`config.mk`:
```
export PLATFORM = sky130hd
export DESIGN_NAME = stopwatch_ctrl_flat
export DESIGN_NICKNAME = d
export VERILOG_FILES = /design/src/rtl/stopwatch_ctrl_if.sv /design/src/rtl/stopwatch_ctrl.sv /design/src/flat_wrapper.sv
export SDC_FILE = /design/constraint.sdc
export NUM_CORES = 1
export LEC_CHECK = 0
export ABC_AREA = 0
export CORE_UTILIZATION = 54
export DETAILED_ROUTE_END_ITERATION = 12
export HOLD_SLACK_MARGIN = 0.08
export PLACE_DENSITY = 0.76
export SYNTH_ARGS = -nofsm -noshare
export SYNTH_HDL_FRONTEND = slang
export SYNTH_SLANG_ARGS = --single-unit
```
`constraint.sdc`:
```
create_clock -name clk -period 2.23 [get_ports clk]
set_input_delay 0.223 -clock clk [delete_from_list [all_inputs] [get_ports clk]]
set_output_delay 0.223 -clock clk [all_outputs]
set_load 0.05 [all_outputs]
```
`src/rtl/stopwatch_ctrl_if.sv`:
```
// rtl/stopwatch_ctrl_if.sv - control/status bundle between the stopwatch controller and its counters/buttons
//
// Signals:
//   btn_start_stop  single-cycle start / pause / resume request
//   btn_clear       single-cycle clear request
//   mode_down       1 = countdown, 0 = count up (taken when a run starts)
//   digit_thr       per-digit threshold flags from the digit counters
//   digit_en        per-digit count enable
//   up_down         direction to all counters (1 = up)
//   counter_clr     one-cycle clear pulse to the counters
//   running, done   state flags
//   wrap            up-count rollover of the whole display
//   state           current controller state
// Modports: master = buttons/counters side, slave = controller.
interface stopwatch_ctrl_if #(
    parameter int NUM_DIGITS = 4
);
    logic                  btn_start_stop;
    logic                  btn_clear;
    logic                  mode_down;
    logic [NUM_DIGITS-1:0] digit_thr;
    logic [NUM_DIGITS-1:0] digit_en;
    logic                  up_down;
    logic                  counter_clr;
    logic                  running;
    logic                  done;
    logic                  wrap;
    logic [1:0]            state;

    modport master (
        output btn_start_stop, btn_clear, mode_down, digit_thr,
        input  digit_en, up_down, counter_clr, running, done, wrap, state
    );

    modport slave (
        input  btn_start_stop, btn_clear, mode_down, digit_thr,
        output digit_en, up_down, counter_clr, running, done, wrap, state
    );
endinterface

```
`src/rtl/stopwatch_ctrl.sv`:
```
// rtl/stopwatch_ctrl.sv - stopwatch run/pause/countdown controller driving cascaded digit counters
//
// Parameters:
//   TICK_DIV    clk cycles per count tick (>= 2)
//   NUM_DIGITS  number of cascaded digit counters
// Ports:
//   clk   clock, rising edge
//   rst   asynchronous active-high reset
//   bus   stopwatch_ctrl_if.slave: button/mode/threshold inputs, enables/direction/clear/status outputs
module stopwatch_ctrl #(
    parameter int TICK_DIV   = 1000000,
    parameter int NUM_DIGITS = 4
) (
    input  logic              clk,
    input  logic              rst,
    stopwatch_ctrl_if.slave   bus
);
    localparam int            PW        = $clog2(TICK_DIV);
    localparam logic [PW-1:0] PRESC_MAX = PW'(TICK_DIV - 1);

    typedef enum logic [1:0] {
        IDLE  = 2'd0,
        RUN   = 2'd1,
        PAUSE = 2'd2,
        DONE  = 2'd3
    } state_t;

    state_t          state_q, state_d;
    logic [PW-1:0]   presc_q, presc_d;
    logic            mode_down_q, mode_down_d;
    logic            counter_clr_q;

    logic                  tick;
    logic                  thr_all;
    logic                  expire;
    logic [NUM_DIGITS-1:0] en;

    assign thr_all = &bus.digit_thr;
    assign tick    = (state_q == RUN) && (presc_q == PRESC_MAX);
    // Countdown has reached all zeros: this tick must not move any digit.
    assign expire  = tick && mode_down_q && thr_all;

    always_ff @(posedge clk or posedge rst) begin
        if (rst) begin
            state_q       <= IDLE;
            presc_q       <= '0;
            mode_down_q   <= 1'b0;
            counter_clr_q <= 1'b0;
        end else begin
            state_q       <= state_d;
            presc_q       <= presc_d;
            mode_down_q   <= mode_down_d;
            counter_clr_q <= bus.btn_clear;
        end
    end

    always_comb begin
        state_d     = state_q;
        mode_down_d = mode_down_q;
        presc_d     = presc_q;

        if (bus.btn_clear) begin
            state_d = IDLE;
            presc_d = '0;
        end else begin
            case (state_q)
                IDLE: begin
                    if (bus.btn_start_stop) begin
                        mode_down_d = bus.mode_down;
                        // Countdown started from zero has nothing to count.
                        state_d = (bus.mode_down && thr_all) ? DONE : RUN;
                    end
                end
                RUN: begin
                    // Expiry beats a same-cycle pause so the run cannot stall at zero.
                    if (expire)
                        state_d = DONE;
                    else if (bus.btn_start_stop)
                        state_d = PAUSE;
                end
                PAUSE: begin
                    if (bus.btn_start_stop)
                        state_d = RUN;
                end
                default: ;
            endcase

            if (state_q == RUN)
                presc_d = tick ? '0 : presc_q + PW'(1);
        end
    end

    always_comb begin
        en    = '0;
        en[0] = tick && !expire;
        for (int i = 1; i < NUM_DIGITS; i++)
            en[i] = en[i-1] & bus.digit_thr[i-1];
    end

    assign bus.digit_en    = en;
    assign bus.up_down     = !mode_down_q;
    assign bus.counter_clr = counter_clr_q;
    assign bus.running     = (state_q == RUN);
    assign bus.done        = (state_q == DONE);
    assign bus.wrap        = !mode_down_q && tick && thr_all;
    assign bus.state       = state_q;
endmodule
```
`src/flat_wrapper.sv`:
```
// flat-port wrapper written by rule: the top's interface ports become plain ports
module stopwatch_ctrl_flat 
#(
    parameter int TICK_DIV   = 1000000,
    parameter int NUM_DIGITS = 4
)
  (clk, rst, bus_btn_start_stop, bus_btn_clear, bus_mode_down, bus_digit_thr, bus_digit_en, bus_up_down, bus_counter_clr, bus_running, bus_done, bus_wrap, bus_state);
  stopwatch_ctrl_if #(.NUM_DIGITS(NUM_DIGITS)) bus_i ();
  input  logic clk;
  input  logic rst;
  input wire logic [$bits(bus_i.btn_start_stop)-1:0] bus_btn_start_stop;
  input wire logic [$bits(bus_i.btn_clear)-1:0] bus_btn_clear;
  input wire logic [$bits(bus_i.mode_down)-1:0] bus_mode_down;
  input wire logic [$bits(bus_i.digit_thr)-1:0] bus_digit_thr;
  output wire logic [$bits(bus_i.digit_en)-1:0] bus_digit_en;
  output wire logic [$bits(bus_i.up_down)-1:0] bus_up_down;
  output wire logic [$bits(bus_i.counter_clr)-1:0] bus_counter_clr;
  output wire logic [$bits(bus_i.running)-1:0] bus_running;
  output wire logic [$bits(bus_i.done)-1:0] bus_done;
  output wire logic [$bits(bus_i.wrap)-1:0] bus_wrap;
  output wire logic [$bits(bus_i.state)-1:0] bus_state;
  assign bus_i.btn_start_stop = bus_btn_start_stop;
  assign bus_i.btn_clear = bus_btn_clear;
  assign bus_i.mode_down = bus_mode_down;
  assign bus_i.digit_thr = bus_digit_thr;
  assign bus_digit_en = bus_i.digit_en;
  assign bus_up_down = bus_i.up_down;
  assign bus_counter_clr = bus_i.counter_clr;
  assign bus_running = bus_i.running;
  assign bus_done = bus_i.done;
  assign bus_wrap = bus_i.wrap;
  assign bus_state = bus_i.state;
  stopwatch_ctrl #(.TICK_DIV(TICK_DIV), .NUM_DIGITS(NUM_DIGITS)) u_core (.clk(clk), .rst(rst), .bus(bus_i));
endmodule
```
# [Word-level counts from Yosys, hierarchy flattened]
# Index checks and enable logic that the tools add are counted.
[word_totals] out_inout_bits=11 regBits=24 elab_cells=41
[op_classes] bitwise=4 n_reduce_logical=15 eq_ne=7 n_addsub=1 muxes=10
[op_table] cell="two-way mux 20 bit" count=3
[op_table] cell="adder 20 x 1 -> 20 bit (second input constant)" count=1
[op_table] cell="equality test 20 bit (second input constant)" count=1
[op_table] cell="two-way mux 2 bit" count=6
[op_table] cell="AND reduction 4 bit" count=2
[op_table] cell="logical AND 1 bit" count=7
[op_table] cell="inequality test 3 bit (second input constant)" count=2
[op_table] cell="one-hot mux 2 bit (3 select lines)" count=1
[op_table] cell="equality test 2 bit (second input constant)" count=2
[op_table] cell="inequality test 4 x 3 -> 1 bit (second input constant)" count=1
[op_table] cell="nonzero test 4 bit" count=1
[op_table] cell="AND 1 bit" count=3
[op_table] cell="AND reduction 3 bit" count=1
[op_table] cell="equality test 2 x 1 -> 1 bit (second input constant)" count=1
[op_table] cell="zero test 1 bit" count=2
[op_table] cell="zero test 2 bit" count=1
[op_table] cell="nonzero test 2 bit" count=1
[op_table] cell="NOT 1 bit" count=1

# [Depth between registers and ports, before layout]
[depth] depth_word=9 mapped_depth=8

# [Worst setup path after synthesis]
# Ideal clock, no wire load.
[synth_timing] kind="register -> output" from="register u_core.state_q[0], in the netlist u_core.bus.state[0]" to="output port bus_digit_en[3]" t_arrival_ps=3299 n_path_buf=0 setup_slack_ps=-1292 path_stages_with_launch=7 cell_sequence="dfrtp_1 ha_1 and3_1 and4_1 nand2b_1 a21oi_1 and4_1"
[synth_via] elab_chain_cells=9
[synth_rtl] element="start: declaration" line_no="stopwatch_ctrl.sv:28" rtl="state_t state_q, state_d;"
[synth_rtl] element="start signal: assignment" line_no="stopwatch_ctrl.sv:50" rtl="state_q <= state_d;"
[synth_rtl] element="equality test 2 x 1 -> 1 bit (*)"
[synth_rtl] element="net bus_running" line_no="flat_wrapper.sv:18" rtl="output wire logic [$bits(bus_i.running)-1:0] bus_running;"
[synth_rtl] element="logical AND 1 bit (*)" line_no="stopwatch_ctrl.sv:39" rtl="assign tick = (state_q == RUN) && (presc_q == PRESC_MAX);"
[synth_rtl] element="logical AND 1 bit (2 in series)" line_no="stopwatch_ctrl.sv:41" rtl="assign expire = tick && mode_down_q && thr_all;"
[synth_rtl] element="zero test 1 bit" line_no="stopwatch_ctrl.sv:95" rtl="en[0] = tick && !expire;"
[synth_rtl] element="logical AND 1 bit (*)" line_no="stopwatch_ctrl.sv:95"
[synth_rtl] element="net bus_digit_en[0]" line_no="flat_wrapper.sv:15" rtl="output wire logic [$bits(bus_i.digit_en)-1:0] bus_digit_en;"
[synth_rtl] element="AND 1 bit (*) (3 in series)" line_no="stopwatch_ctrl.sv:97" rtl="en[i] = en[i-1] & bus.digit_thr[i-1];"
[synth_rtl] element="end: declaration" line_no="flat_wrapper.sv:15"
# The timed path passes the listed nets; every way through them passes the cells marked *.

# [Worst setup path after layout]
[layout_timing] from="register u_core.presc_q[8]" to="output port bus_digit_en[3]"
[layout_via] elab_chain_cells=9
[layout_rtl] element="start: declaration" line_no="stopwatch_ctrl.sv:29" rtl="logic [PW-1:0] presc_q, presc_d;"
[layout_rtl] element="start signal: assignment" line_no="stopwatch_ctrl.sv:51" rtl="presc_q <= presc_d;"
[layout_rtl] element="equality test 20 bit (*)" line_no="stopwatch_ctrl.sv:39"
[layout_rtl] element="logical AND 1 bit (*)" line_no="stopwatch_ctrl.sv:39"
[layout_rtl] element="logical AND 1 bit (2 in series)" line_no="stopwatch_ctrl.sv:41"
[layout_rtl] element="zero test 1 bit" line_no="stopwatch_ctrl.sv:95"
[layout_rtl] element="logical AND 1 bit (*)" line_no="stopwatch_ctrl.sv:95"
[layout_rtl] element="AND 1 bit (*) (3 in series)" line_no="stopwatch_ctrl.sv:97"
# Every way passes the cells marked *; elsewhere a longest branch is shown, timed or not.

==> key figures <==
STA
  – Rel. slew slack: 0.362
  – Final number of hold-violating endpoints: 0
  – Setup WS post-layout: -0.121 ns
  – Period utilization: 1.05
  – Hold Slack: 0.525 ns
  – Slew @ Worst Pin: ~0.95 ns
  – Min Clock Period, post-route: roughly 2.4 ns
  – Final setup violating endpoints: 6
  – Final setup TNS: -0.403 ns
  – Clock Skews: roughly 0.012 ns
  – Unrepaired setup endpoints after global routing: yes
  – Max Fclk: approximately 0.43 GHz
  – Max-slew violation count: 0

Die
  – Full die area: between 3000 and 4000 µm²
  – Core area: around 2600 µm²
  – FP Rows: 18
  – Die width: about 55 µm
  – Die Y: between 50 and 60 µm
  – Initial Util: 0.589
  – Ports: 20

Detailed routing
  – Wirelength per Cell: approximately 19 µm
  – DRT antenna net count: 0
  – Number of remaining DRC errors: 0
  – Final WL: approximately 4700 µm
  – DRT Pass-1 Iters: 5
  – Via count: 1623
  – Vias/cell: between 6 and 7
  – Initial DRC Count: between 70 and 80

Worst setup path
  – Worst Path Max Fanout: 6
  – R2R cell count: 10
  – Required time of the critical path: around 2.0 ns
  – Worst Setup Start Kind: flop
  – Kind of critical path: flop to primary output
  – Worst r2r src: u_core.presc_q[15]
  – R2R setup slack: -0.07 ns
  – Crit path arrival time: approximately 2.1 ns
  – Terminus of the critical flop-to-flop path: u_core.presc_q[13]
  – Setup crit end kind: primary output

Synthesis
  – Yosys warning count: 0
  – Syn nets: 190
  – Synth Flop Type: dfrtp_1
  – Number of synthesized flops with an enable pin: 0
  – #FFs+latches synth: 24
  – Unique masters post-synth: 45
  – Ys async rst share: 1.00
  – Mapped Cells: ~180
  – Register area share after synthesis: 0.397
  – Netlist Area Pre-Place: ~1500 µm²
  – Syn Area/Cell: 8.59 µm²

Place
  – Placed cells: between 200 and 250
  – Placed inst area: around 1900 µm²
  – GP Congestion: between 0.8 and 0.9
  – PortBufs: 19
  – Detail Placement HPWL: 2650 µm
  – Setup WS pre-CTS: ~0.21 ns

Layout
  – Most frequent cells in the layout: buf_4 (23), nand2_1 (22), nand3_1 (18), dfrtp_1 (18), clkdlybuf4s50_1 (13)
  – Final Core Density: 0.821
  – Nets: between 200 and 250
  – Fin area: about 2100 µm²
  – Number of diodes: 0
  – Share of cells above drive strength 1: 0.288
  – Fillers: 142
  – Commonest non-fill, non-tap cell in the layout: buf_4
  – Layout area overhead: 39.4%
  – Final Non-Filler Cells: 249

Power
  – Power density over the cells: 692 nW/µm²
  – Pleak: ~0.89 nW
  – Max VDD drop: slightly above 0.0008 V
  – Tot Pwr: 1.46 mW

Min path
  – Hold Crit Start: bus_mode_down
  – Hold depth: 2
  – Worst Hold End: u_core.mode_down_q
  – Hold crit path type: input pin to flop

Outcome
  – Status: finished, violations left
  – Failing checks: setup timing

Clock network
  – Worst-path clk slew: 0.15 ns
  – CTS Buf Count: 3
  – Clk sinks: 24
  – H-tree depth: 1
  – Max clock buf depth: 2
  – CTS root buf: clkbuf_4
  – Clk Latency, worst-skew pair: between 0.3 and 0.4 ns
  – CTS tree: done

GRT
  – Vias in the first global route: 1412
  – Initial antenna violation count: 0
  – First-pass GRT wire length: roughly 6300 µm
  – Largest net degree at the start of global routing: 23
  – Total track usage: 0.299
  – GRT overflow: 0

Job
  – Max-cap violations: 0
-- where the power goes --
group          total [mW]  internal [mW]  switching [mW]
sequential          0.525          0.473          0.0525
clock               0.330          0.182           0.147
combinational       0.604          0.228           0.375
-- synthesized netlist by cell type (3+ instances only) --
cell      count  share of area
nand2_1      22          0.055
nand3b_1      3          0.015
nor2_1        9          0.022
dfrtp_1      24           0.40
and3_1        5          0.021
inv_1        10          0.025
xor2_1        3          0.017
clkbuf_1      4         0.0099
o21ai_0       8          0.026
ha_1          5          0.041
or3_2         3          0.015
or3_1         6          0.025
nand3_1      18          0.060
nor3_1        6          0.020
nand4_1       4          0.017
nand2b_1      4          0.017
and4_1        3          0.017
a21oi_1       7          0.023
-- worst max-delay path by stage --
stage / start / to / cells past startpoint
floorplan: u_core.bus.state[1] / bus_digit_en[3] / 7
global route: u_core.presc_q[8] / bus_digit_en[3] / 6
finish: u_core.presc_q[8] / bus_digit_en[3] / 6
CTS: u_core.bus.state[1] / bus_digit_en[3] / 8
detailed placement: u_core.presc_q[13] / bus_digit_en[3] / 6
global placement: u_core.presc_q[13] / bus_digit_en[3] / 6
-- final cells by class --
cell class,count,area (µm²),area share
Multi-Input combinational cell,138,947,0.449
Sequential cell,24,608,0.288
Timing Repair Buffer,43,425,0.202
Inverter,10,37.5,0.0178
Tap cell,30,37.5,0.0178
Clock inverter,1,30.0,0.0142
Clock buffer,3,22.5,0.0107
-- logic make-up after synthesis --
kind of cell	count (synthesis)	share of synthesized area
AOI/OAI and AO/OA	28	0.116
xor gates and xnor gates	4	0.0232
adders and majority gates	5	0.0414
buffers and inverters	14	0.0347
DFF	24	0.397
muxes	3	0.0207
and+or+nand+nor	98	0.367
-- sequential cells by signal, indices dropped and copies added (netlist names) --
signal and count:
u_core.mode_down_q 1, u_core.presc_q 20, u_core.bus.state 2, u_core.bus.counter_clr 1
-- layer usage --
metal / wire, µm / global-route usage / vias up
li1: - / - / 725
met1: 1850 / 0.374 / 768
met2: 2300 / 0.490 / 112
met3: 386 / 0.0601 / 18
met4: 142 / 0.146 / 0
met5: 0 / 0 / -
-- repair_timing --
item / 4_1_cts / 5_1_grt
buffers inserted: 14 / 4
hold endpoints to repair: 2 / 0
gates resized for setup: 8 / 5
setup endpoints to repair: 4 / 8
pin swaps: 2 / 2
hold buffers: 1 / 0
-- critical path, cell delays in order, from the launching register on --
cell	delay, ns
dfrtp_2	0.51
nor4b_2	0.37
and4_4	0.31
nand2b_4	0.08
a21oi_4	0.15
and4_4	0.24
buf_12	0.13
(Power assumes the default switching activity.)
